### src/rtl/dmem_arbiter_if.sv
// rtl/dmem_arbiter_if.sv - requester and memory bus bundle for the data memory arbiter
interface dmem_arbiter_if #(
  parameter int ADDR_W = 32,
  parameter int DATA_W = 32
);
  // Port 0: CPU load/store unit
  logic              m0_req;
  logic              m0_we;
  logic [ADDR_W-1:0] m0_addr;
  logic [DATA_W-1:0] m0_wdata;
  logic              m0_ack;
  logic [DATA_W-1:0] m0_rdata;
  logic              m0_err;

  // Port 1: debug/DMA loader
  logic              m1_req;
  logic              m1_we;
  logic [ADDR_W-1:0] m1_addr;
  logic [DATA_W-1:0] m1_wdata;
  logic              m1_ack;
  logic [DATA_W-1:0] m1_rdata;
  logic              m1_err;

  // Memory side
  logic [ADDR_W-1:0] mem_addr;
  logic [DATA_W-1:0] mem_wdata;
  logic              mem_we;
  logic [DATA_W-1:0] mem_rdata;

  // Arbiter view
  modport slave (
    input  m0_req, m0_we, m0_addr, m0_wdata,
    output m0_ack, m0_rdata, m0_err,
    input  m1_req, m1_we, m1_addr, m1_wdata,
    output m1_ack, m1_rdata, m1_err,
    output mem_addr, mem_wdata, mem_we,
    input  mem_rdata
  );

  // Requesters plus memory view
  modport master (
    output m0_req, m0_we, m0_addr, m0_wdata,
    input  m0_ack, m0_rdata, m0_err,
    output m1_req, m1_we, m1_addr, m1_wdata,
    input  m1_ack, m1_rdata, m1_err,
    input  mem_addr, mem_wdata, mem_we,
    output mem_rdata
  );
endinterface

### src/rtl/dmem_arbiter.sv
// rtl/dmem_arbiter.sv - two-port round-robin arbiter and access sequencer for the data memory
module dmem_arbiter #(
  parameter int ADDR_W    = 32,
  parameter int DATA_W    = 32,
  parameter int MEM_BYTES = 1024
) (
  input  logic          clk,
  input  logic          rst_n,
  dmem_arbiter_if.slave bus,
  output logic          busy
);

  typedef enum logic [1:0] {
    IDLE   = 2'd0,
    ACCESS = 2'd1,
    RESP   = 2'd2
  } state_t;

  // Highest word-aligned byte address inside the memory
  localparam logic [ADDR_W-1:0] MAX_ADDR = ADDR_W'(MEM_BYTES - 4);

  state_t            state_q, state_d;
  logic              last_q, last_d;
  logic              cmd_id_q, cmd_id_d;
  logic              cmd_we_q, cmd_we_d;
  logic              cmd_legal_q, cmd_legal_d;
  logic [ADDR_W-1:0] cmd_addr_q, cmd_addr_d;
  logic [DATA_W-1:0] cmd_wdata_q, cmd_wdata_d;
  logic              mem_we_q, mem_we_d;
  logic              busy_q, busy_d;
  logic              m0_ack_q, m0_ack_d;
  logic              m1_ack_q, m1_ack_d;
  logic              m0_err_q, m0_err_d;
  logic              m1_err_q, m1_err_d;
  logic [DATA_W-1:0] m0_rdata_q, m0_rdata_d;
  logic [DATA_W-1:0] m1_rdata_q, m1_rdata_d;

  logic              win;
  logic              win_we;
  logic [ADDR_W-1:0] win_addr;
  logic [DATA_W-1:0] win_wdata;
  logic              win_legal;
  logic [DATA_W-1:0] rd_word;

  // Round-robin pick: on contention the port not granted last time wins
  always_comb begin
    win       = (bus.m0_req && bus.m1_req) ? ~last_q : bus.m1_req;
    win_we    = win ? bus.m1_we    : bus.m0_we;
    win_addr  = win ? bus.m1_addr  : bus.m0_addr;
    win_wdata = win ? bus.m1_wdata : bus.m0_wdata;
    win_legal = (win_addr[1:0] == 2'b00) && (win_addr <= MAX_ADDR);
  end

  // Next-state and registered-output computation for the IDLE/ACCESS/RESP sequence
  always_comb begin
    state_d     = state_q;
    last_d      = last_q;
    cmd_id_d    = cmd_id_q;
    cmd_we_d    = cmd_we_q;
    cmd_legal_d = cmd_legal_q;
    cmd_addr_d  = cmd_addr_q;
    cmd_wdata_d = cmd_wdata_q;
    busy_d      = busy_q;
    mem_we_d    = 1'b0;
    m0_ack_d    = 1'b0;
    m1_ack_d    = 1'b0;
    m0_err_d    = 1'b0;
    m1_err_d    = 1'b0;
    m0_rdata_d  = '0;
    m1_rdata_d  = '0;
    // Writes and rejected accesses hand back zero
    rd_word     = (cmd_legal_q && !cmd_we_q) ? bus.mem_rdata : '0;

    case (state_q)
      IDLE: begin
        if (bus.m0_req || bus.m1_req) begin
          state_d     = ACCESS;
          last_d      = win;
          cmd_id_d    = win;
          cmd_we_d    = win_we;
          cmd_legal_d = win_legal;
          cmd_addr_d  = win_addr;
          cmd_wdata_d = win_wdata;
          mem_we_d    = win_we && win_legal;
          busy_d      = 1'b1;
        end
      end
      ACCESS: begin
        state_d = RESP;
        busy_d  = 1'b1;
        if (cmd_id_q) begin
          m1_ack_d   = 1'b1;
          m1_err_d   = ~cmd_legal_q;
          m1_rdata_d = rd_word;
        end else begin
          m0_ack_d   = 1'b1;
          m0_err_d   = ~cmd_legal_q;
          m0_rdata_d = rd_word;
        end
      end
      RESP: begin
        state_d = IDLE;
        busy_d  = 1'b0;
      end
      default: begin
        state_d = IDLE;
        busy_d  = 1'b0;
      end
    endcase
  end

  // State and output registers; reset abandons any in-flight access
  always_ff @(posedge clk or negedge rst_n) begin
    if (!rst_n) begin
      state_q     <= IDLE;
      last_q      <= 1'b1;
      cmd_id_q    <= 1'b0;
      cmd_we_q    <= 1'b0;
      cmd_legal_q <= 1'b0;
      cmd_addr_q  <= '0;
      cmd_wdata_q <= '0;
      mem_we_q    <= 1'b0;
      busy_q      <= 1'b0;
      m0_ack_q    <= 1'b0;
      m1_ack_q    <= 1'b0;
      m0_err_q    <= 1'b0;
      m1_err_q    <= 1'b0;
      m0_rdata_q  <= '0;
      m1_rdata_q  <= '0;
    end else begin
      state_q     <= state_d;
      last_q      <= last_d;
      cmd_id_q    <= cmd_id_d;
      cmd_we_q    <= cmd_we_d;
      cmd_legal_q <= cmd_legal_d;
      cmd_addr_q  <= cmd_addr_d;
      cmd_wdata_q <= cmd_wdata_d;
      mem_we_q    <= mem_we_d;
      busy_q      <= busy_d;
      m0_ack_q    <= m0_ack_d;
      m1_ack_q    <= m1_ack_d;
      m0_err_q    <= m0_err_d;
      m1_err_q    <= m1_err_d;
      m0_rdata_q  <= m0_rdata_d;
      m1_rdata_q  <= m1_rdata_d;
    end
  end

  // Memory address and write data hold the last latched command between accesses
  assign bus.mem_addr  = cmd_addr_q;
  assign bus.mem_wdata = cmd_wdata_q;
  assign bus.mem_we    = mem_we_q;
  assign bus.m0_ack    = m0_ack_q;
  assign bus.m1_ack    = m1_ack_q;
  assign bus.m0_err    = m0_err_q;
  assign bus.m1_err    = m1_err_q;
  assign bus.m0_rdata  = m0_rdata_q;
  assign bus.m1_rdata  = m1_rdata_q;
  assign busy          = busy_q;

endmodule

### src/flat_wrapper.sv
// flat-port wrapper written by rule: the top's interface ports become plain ports
module dmem_arbiter_flat 
#(
  parameter int ADDR_W    = 32,
  parameter int DATA_W    = 32,
  parameter int MEM_BYTES = 1024
)
  (clk, rst_n, busy, bus_m0_req, bus_m0_we, bus_m0_addr, bus_m0_wdata, bus_m0_ack, bus_m0_rdata, bus_m0_err, bus_m1_req, bus_m1_we, bus_m1_addr, bus_m1_wdata, bus_m1_ack, bus_m1_rdata, bus_m1_err, bus_mem_addr, bus_mem_wdata, bus_mem_we, bus_mem_rdata);
  dmem_arbiter_if #(.ADDR_W(ADDR_W), .DATA_W(DATA_W)) bus_i ();
  input  logic clk;
  input  logic rst_n;
  output logic busy;
  input wire logic [$bits(bus_i.m0_req)-1:0] bus_m0_req;
  input wire logic [$bits(bus_i.m0_we)-1:0] bus_m0_we;
  input wire logic [$bits(bus_i.m0_addr)-1:0] bus_m0_addr;
  input wire logic [$bits(bus_i.m0_wdata)-1:0] bus_m0_wdata;
  output wire logic [$bits(bus_i.m0_ack)-1:0] bus_m0_ack;
  output wire logic [$bits(bus_i.m0_rdata)-1:0] bus_m0_rdata;
  output wire logic [$bits(bus_i.m0_err)-1:0] bus_m0_err;
  input wire logic [$bits(bus_i.m1_req)-1:0] bus_m1_req;
  input wire logic [$bits(bus_i.m1_we)-1:0] bus_m1_we;
  input wire logic [$bits(bus_i.m1_addr)-1:0] bus_m1_addr;
  input wire logic [$bits(bus_i.m1_wdata)-1:0] bus_m1_wdata;
  output wire logic [$bits(bus_i.m1_ack)-1:0] bus_m1_ack;
  output wire logic [$bits(bus_i.m1_rdata)-1:0] bus_m1_rdata;
  output wire logic [$bits(bus_i.m1_err)-1:0] bus_m1_err;
  output wire logic [$bits(bus_i.mem_addr)-1:0] bus_mem_addr;
  output wire logic [$bits(bus_i.mem_wdata)-1:0] bus_mem_wdata;
  output wire logic [$bits(bus_i.mem_we)-1:0] bus_mem_we;
  input wire logic [$bits(bus_i.mem_rdata)-1:0] bus_mem_rdata;
  assign bus_i.m0_req = bus_m0_req;
  assign bus_i.m0_we = bus_m0_we;
  assign bus_i.m0_addr = bus_m0_addr;
  assign bus_i.m0_wdata = bus_m0_wdata;
  assign bus_m0_ack = bus_i.m0_ack;
  assign bus_m0_rdata = bus_i.m0_rdata;
  assign bus_m0_err = bus_i.m0_err;
  assign bus_i.m1_req = bus_m1_req;
  assign bus_i.m1_we = bus_m1_we;
  assign bus_i.m1_addr = bus_m1_addr;
  assign bus_i.m1_wdata = bus_m1_wdata;
  assign bus_m1_ack = bus_i.m1_ack;
  assign bus_m1_rdata = bus_i.m1_rdata;
  assign bus_m1_err = bus_i.m1_err;
  assign bus_mem_addr = bus_i.mem_addr;
  assign bus_mem_wdata = bus_i.mem_wdata;
  assign bus_mem_we = bus_i.mem_we;
  assign bus_i.mem_rdata = bus_mem_rdata;
  dmem_arbiter #(.ADDR_W(ADDR_W), .DATA_W(DATA_W), .MEM_BYTES(MEM_BYTES)) u_core (.clk(clk), .rst_n(rst_n), .bus(bus_i), .busy(busy));
endmodule
### config.mk
export PLATFORM = sky130hd
export DESIGN_NAME = dmem_arbiter_flat
export DESIGN_NICKNAME = d
export VERILOG_FILES = /design/src/rtl/dmem_arbiter_if.sv /design/src/rtl/dmem_arbiter.sv /design/src/flat_wrapper.sv
export SDC_FILE = /design/constraint.sdc
export NUM_CORES = 1
export LEC_CHECK = 0
export BUFFER_PORTS_ARGS = -buffer_cell sky130_fd_sc_hd__buf_2
export CAP_MARGIN = 10
export CORE_AREA = 2 2 118 120
export CTS_CLUSTER_SIZE = 28
export DETAILED_ROUTE_END_ITERATION = 7
export DIE_AREA = 0 0 120 122
export HOLD_SLACK_MARGIN = 0.05
export MAX_ROUTING_LAYER = met4
export PLACE_DENSITY = 0.75
export SLEW_MARGIN = 20
export SYNTH_ARGS = -nofsm -noshare
export SYNTH_HDL_FRONTEND = slang
export SYNTH_SLANG_ARGS = --single-unit
### constraint.sdc
create_clock -name clk -period 2.7 [get_ports clk]
set_input_delay 0.54 -clock clk [delete_from_list [all_inputs] [get_ports clk]]
set_output_delay 0.54 -clock clk [all_outputs]
set_load 0.02 [all_outputs]
==> qor.csv, run 1 <==
metric,value,unit
run_status,finished clean,
cts-root-buf,clkbuf_16,
power_density,1065,mW/mm2
min_path_type,in -> async,
met1_usage,25.95,%
total_leakage_power,0.004329,uW
busiest_layer,met2,
critical_path_depth,5,
cts.sinks,140,
dieArea,0.01464,mm2
syn_to_final_growth,40.99,%
num_vias,4700,
synth_ff_type,dfrtp_1,
core,0.01350,mm2
gr-total-overflow,0,
cp.required,2970,ps
syn_inst,469,
slew_headroom,57.00,%
worstPathArrival,2010,ps
startpoint_type,flip-flop,
nets,934,
firstDrtPassIters,5,
cpLargestDelayFamily,compound AO/OA/AOI/OAI gates,
synth_edf_count,0,
grt_pass1_vias,4473,
min_period,1739,ps
cts_resized,0,
synth-adder-area-share,0,%
hold_viol_final,0,
final-setup-viol-count,0,
cts_hold_buf,0,
maxSlewViolCount,0,
place_congestion,0.8342,
synth-compound-area-share,6.679,%
max_stage_delay,530,ps
io_buffers,299,
stdcell_area,0.007845,mm2
skew,9.988,ps
end_kind,flip-flop,
netlist.area_leader.share,62.51,%
synth.area.mux_share,11.90,%
clockBufferDepth,2,
synth_area_per_cell,11.86,um2
path_buf_inv,1,
yosys.area.top_type,dfrtp_1,
cts_tree,built,
grt_max_degree,103,
yosysSeqAreaShare,62.99,%
cts.htree.levels,4,
place_area,0.007259,mm2
antenna_found_initial,0,
fp.dieW,120,um
reg2reg_depth,5,
track_usage,21.17,%
remaining_drc_errors,0,
post_cts.repair.setup_buffers,0,
crit_chain,a21boi_4 -> buf_12 -> mux2i_1 -> nand2b_1 -> o21ai_0,
drive_gt1_share,44.69,%
synth_nets,635,
slowest_stage,a21boi_4,
ys_ff_latch,140,
rows,43,
synthArstFlopShare,100.0,%
dp.final_hpwl,11.05,mm
max_freq,0.5752,GHz
gr-usage-met2,33.95,%
clk_pin_slew_worst_paths,60,ps
diodes,0,
synthXorXnorAreaFrac,0,%
grt_util_met3,5.290,%
viasPerCell,4.891,
ys_types,25,
synth_top_family_by_area,simple AND/OR/NAND/NOR gates,
rsz0062_at_grt,false,
grt_pass1_wl,23.05,mm
tightest_slew,643.4,ps
syn_area,0.005564,mm2
critical_path.max_fanout,21,
worstSetupPathType,reg -> reg,
wl_per_cell,15.88,um
numCtsBuffers,17,
synthSimpleGateAreaFrac,14.82,%
yosys_warnings,0,
die_height,122,um
synthTopCellsByArea,"dfrtp_1, mux2i_1, and3_1",
routed_wl,15.26,mm
drv_cap,0,
max-vdd-ir-drop,0.5670,mV
ios,300,
post-synth-top-count-cell,dfrtp_1,
fin_setup_tns,0,ps
drtIter0Drc,245,
start_util,41.20,%
insertion_delay,410,ps
synthTopCellsByCount,"dfrtp_1, nor2_1, a21oi_1, mux2i_1, and3_1",
post-route-period-util,64.39,%
drt.antenna.violating_nets,0,
cell usage in the layout, fill, tap and decap left out, types with 2 or more instances in the layout:
master,count
a21oi_1,67
a31oi_1,2
and2b_1,2
and3_1,64
buf_12,4
buf_2,298
buf_4,11
bufinv_16,2
clkbuf_1,2
clkbuf_16,17
clkinv_4,2
clkinvlp_4,4
dfrtp_1,139
inv_6,3
mux2i_1,65
nand4_1,2
nor2_1,68
nor2b_1,2
nor4_1,12
cells by family (layout without fill, tap and decap cells):
logic type | after synthesis | in the layout
AO/OA/AOI/OAI | 71 | 71
buffers and inverters | 35 | 347
flip-flops | 140 | 140
multiplexers | 66 | 66
AND/OR/NAND/NOR | 157 | 157
worst paths after layout:
path,from,to,slack (ps)
max,u_core.last_q,u_core.cmd_we_q,960
min,rst_n,u_core.bus.m0_rdata[4],130
max reg2reg,u_core.last_q,u_core.cmd_we_q,960
min reg2reg,u_core.cmd_legal_q,u_core.bus.m0_err,500
max in group asynchronous,rst_n,u_core.bus.mem_wdata[22],1860
min in group clk,bus_m0_req,u_core.last_q,350
worst reg2reg max path, delay by kind of cell (launching register included):
kind	cells	cell delay (ps)
simple gates	1	130
mux	1	190
compound gates	2	620
buf+inv	1	280
flops	1	390
area by class of cell:
| cell class | instances | area [um2] |
|---|---|---|
| Clock buffer | 20 | 446.7 |
| Sequential cell | 140 | 3505 |
| Tap cell | 180 | 225.2 |
| Multi-Input combinational cell | 294 | 1861 |
| Clock inverter | 12 | 138.9 |
| Timing Repair Buffer | 314 | 1665 |
| Inverter | 1 | 3.754 |
| Fill cell | 1174 | 5659 |
metrics by stage:
step                      hold WS, ps  cells  utilization, %  power (uW)  worst slack, ps
final                           129.6    961           58.09        8357            961.4
after global routing            162.1    961           58.09        8870            842.1
after detailed placement        504.4    929           53.76        6127            636.2
after CTS                       135.1    961           58.09        8441            915.4
after global placement          500.9    929           53.76        6043            656.6
after floorplan                 244.4    469               -        5030             1236
power breakdown:
part           switching (uW)  internal, uW  total [uW]
clock network             882          1390        2280
logic                    2000          1040        3040
registers                 312          2730        3040
total                    3190          5160        8360
sequential cells by signal (all words and copies together), names as in the netlist, 2 cells and up:
name,flops
u_core.bus.m0_rdata,32
u_core.bus.m1_rdata,32
u_core.bus.mem_addr,32
u_core.bus.mem_wdata,32
u_core.state_q,2
per-layer routing:
| layer | wire length, um | vias to the layer above | share of wire [%] |
|---|---|---|---|
| li1 | - | 2241 | - |
| met1 | 6217 | 2236 | 41 |
| met2 | 7752 | 199 | 51 |
| met3 | 963 | 24 | 6.3 |
| met4 | 329 | 0 | 2.2 |
| met5 | 0 | - | 0 |
Note: power is estimated with default switching activity, not from simulation.
==> inputs of run 2 (changes only) <==
ABC_AREA = 1   (was not set)
CORE_AREA = 2 2 115 117   (was 2 2 118 120)
DIE_AREA = 0 0 117 119   (was 0 0 120 122)
PLACE_DENSITY = 0.79   (was 0.75)
clock period = 1.8 ns   (was 2.7 ns; I/O delays follow)
==> qor.csv, run 2 <==
metric,value,unit,change
run_status,finished clean,,
worstPathArrival,1990,ps,-20 ps
yosysSeqAreaShare,62.89,%,-0.099 points
start_util,43.28,%,+2.1 points
drt.antenna.violating_nets,0,,unchanged
numCtsBuffers,17,,unchanged
drive_gt1_share,38.09,%,-6.6 points
critical_path.most_common_cell,nand2_1,,
synthArstFlopShare,100.0,%,unchanged
place_congestion,0.8440,,+1.2%
final_cell_mix,"buf_2, nand2_1, dfrtp_1",,
synthTopCellsByCount,"nand2_1, dfrtp_1, nor2_1, o21ai_0, o21ai_1",,
power_density,1571,mW/mm2,+47%
track_usage,25.04,%,+3.9 points
routed_wl,17.23,mm,+13%
cts_tree,built,,
max-vdd-ir-drop,0.9067,mV,+60%
grt_max_degree,53,,-49%
tightest_slew,384.5,ps,-259.0 ps
min_period,1651,ps,-88.01 ps
remaining_drc_errors,0,,unchanged
synthTopCellsByArea,"dfrtp_1, nand2_1, nor2_1",,
cts.htree.levels,4,,unchanged
rows,42,,-2.3%
fp.dieW,117,um,-2.5%
worstSetupPathType,reg -> reg,,
drv_cap,0,,unchanged
clk_pin_slew_worst_paths,60,ps,about the same
synth_edf_count,0,,unchanged
insertion_delay,410,ps,about the same
post-route-period-util,91.70,%,+27 points
final-setup-viol-count,0,,unchanged
ios,300,,unchanged
cts.sinks,140,,unchanged
yosys.area.top_type,dfrtp_1,,
dp.final_hpwl,12.41,mm,+12%
ys_types,19,,-24%
end_kind,flip-flop,,
gr-total-overflow,0,,unchanged
firstDrtPassIters,4,,-1
ys_ff_latch,140,,unchanged
post_cts.repair.setup_buffers,0,,unchanged
post-synth-top-count-cell,nand2_1,,
viasPerCell,4.845,,-0.93%
startpoint_type,flip-flop,,
layout_commonest_cell,buf_2,,
dieArea,0.01392,mm2,-4.9%
total_leakage_power,0.004376,uW,+1.1%
slowest_stage,dfstp_2,,
rsz0062_at_grt,false,,
clockBufferDepth,2,,unchanged
fin_setup_tns,0,ps,unchanged
timing.hold.ws,197.6,ps,+68.01 ps
netlist.area_leader.share,62.42,%,-0.098 points
hold_viol_final,0,,unchanged
synth_ff_type,dfrtp_1,,
cp.required,2140,ps,-830 ps
synth_area_per_cell,8.917,um2,-25%
synth_nets,791,,+25%
antenna_found_initial,1,,+1
maxSlewViolCount,0,,unchanged
grt_pass1_wl,25.65,mm,+11%
num_vias,5412,,+15%
io_buffers,299,,unchanged
min_path_type,in -> reg,,
core,0.01287,mm2,-4.7%
slew_headroom,74.37,%,+17 points
cts-root-buf,clkbuf_16,,
die_height,119,um,-2.5%
syn_to_final_growth,44.57,%,
yosys_warnings,0,,unchanged
nets,1093,,+17%
max_freq,0.6059,GHz,+5.3%
wl_per_cell,15.42,um,-2.9%
syn_inst,625,,+33%
crit_chain,nand2_2 -> nand2_8 -> buf_12 -> nand2_1 -> nand2_1 -> nand2_1 -> nor2_1 -> nand2_1 -> nor2_2 -> nand2_1 -> nor2_1,,
grt_pass1_vias,5145,,+15%
syn_area,0.005573,mm2,+0.16%
critical_path.max_fanout,14,,-33%
drtIter0Drc,321,,+31%
skew,6.907,ps,-3.081 ps
max_stage_delay,540,ps,about the same
-- run 2: power by group --
group          switching, uW  total [uW]  leakage [uW]  internal [uW]
combinational           2960        4430       0.00225           1470
sequential               478        4470       0.00181           3990
clock                   1280        3750      0.000310           2470
total                   4720       12700       0.00438           7940
-- run 2: critical path: cells and delay by family, from the launching register on --
family	cells	cell delay, ps
buffers and inverters	1	150
AND/OR/NAND/NOR	10	880
flip-flops	1	540
-- run 2: per-layer routing --
layer	vias to the layer above	global-route usage, %	part of all wire [%]
met3	43	5.547	6.6
li1	2586	-	-
met5	-	-	0
met2	230	41.44	51
met4	0	11.84	3.4
met1	2553	28.71	39
-- run 2: kinds of logic (layout without fill, tap and decap cells) --
| kind of cell | count (synthesis) | after routing | share of synthesized area [%] |
|---|---|---|---|
| buf+inv | 63 | 378 | 4.715 |
| other cells | 0 | 1 | 0 |
| compound gates | 109 | 109 | 10.01 |
| flops | 140 | 140 | 62.89 |
| simple gates | 313 | 313 | 22.38 |
-- run 2: timing repair --
action                                 in CTS  in global routing
endpoints found under the hold margin      33                  0
hold buffers                                1                  0
setup endpoints to repair                   0                  2
gates resized for setup                     0                  5
-- run 2: final timing paths --
path / start / end / slack (ps) / cells after the start
worst max-delay path: u_core.last_q / u_core.bus.mem_we / 150 / 11
worst min-delay path: bus_mem_rdata[4] / u_core.bus.m0_rdata[4] / 200 / 3
worst max register to register: u_core.last_q / u_core.bus.mem_we / 150 / 11
worst min register to register: u_core.cmd_id_q / u_core.bus.m0_ack / 450 / 1
max in group asynchronous: rst_n / u_core.bus.mem_addr[30] / 780 / 3
min in group asynchronous: rst_n / u_core.bus.m1_rdata[15] / 420 / 2
-- run 2: final cells by class --
| cell class | count | area [um2] |
|---|---|---|
| fill | 1086 | 4818 |
| sequential | 140 | 3505 |
| multi-input combinational | 422 | 1824 |
| timing repair buffer | 321 | 1763 |
| clock buffer | 23 | 488.0 |
| tap | 176 | 220.2 |
| clock inverter | 9 | 157.7 |
| inverter | 25 | 96.34 |
| antenna | 1 | 2.502 |
-- run 2: through the flow --
step | std cells | total power [uW] | setup WS [ps] | instance area, um2 | utilization, %
4_1_cts | 1115 | 12700 | 43.92 | 8010 | 62.22
5_1_grt | 1117 | 13390 | 3.841 | 8056 | 62.58
3_3_place_gp | 1082 | 8829 | 115.9 | 7355 | 57.12
6_report | 1117 | 12660 | 149.5 | 8056 | 62.58
3_5_place_dp | 1082 | 8892 | 59.02 | 7355 | 57.12
2_1_floorplan | 625 | 7061 | 353.7 | 5573 | -
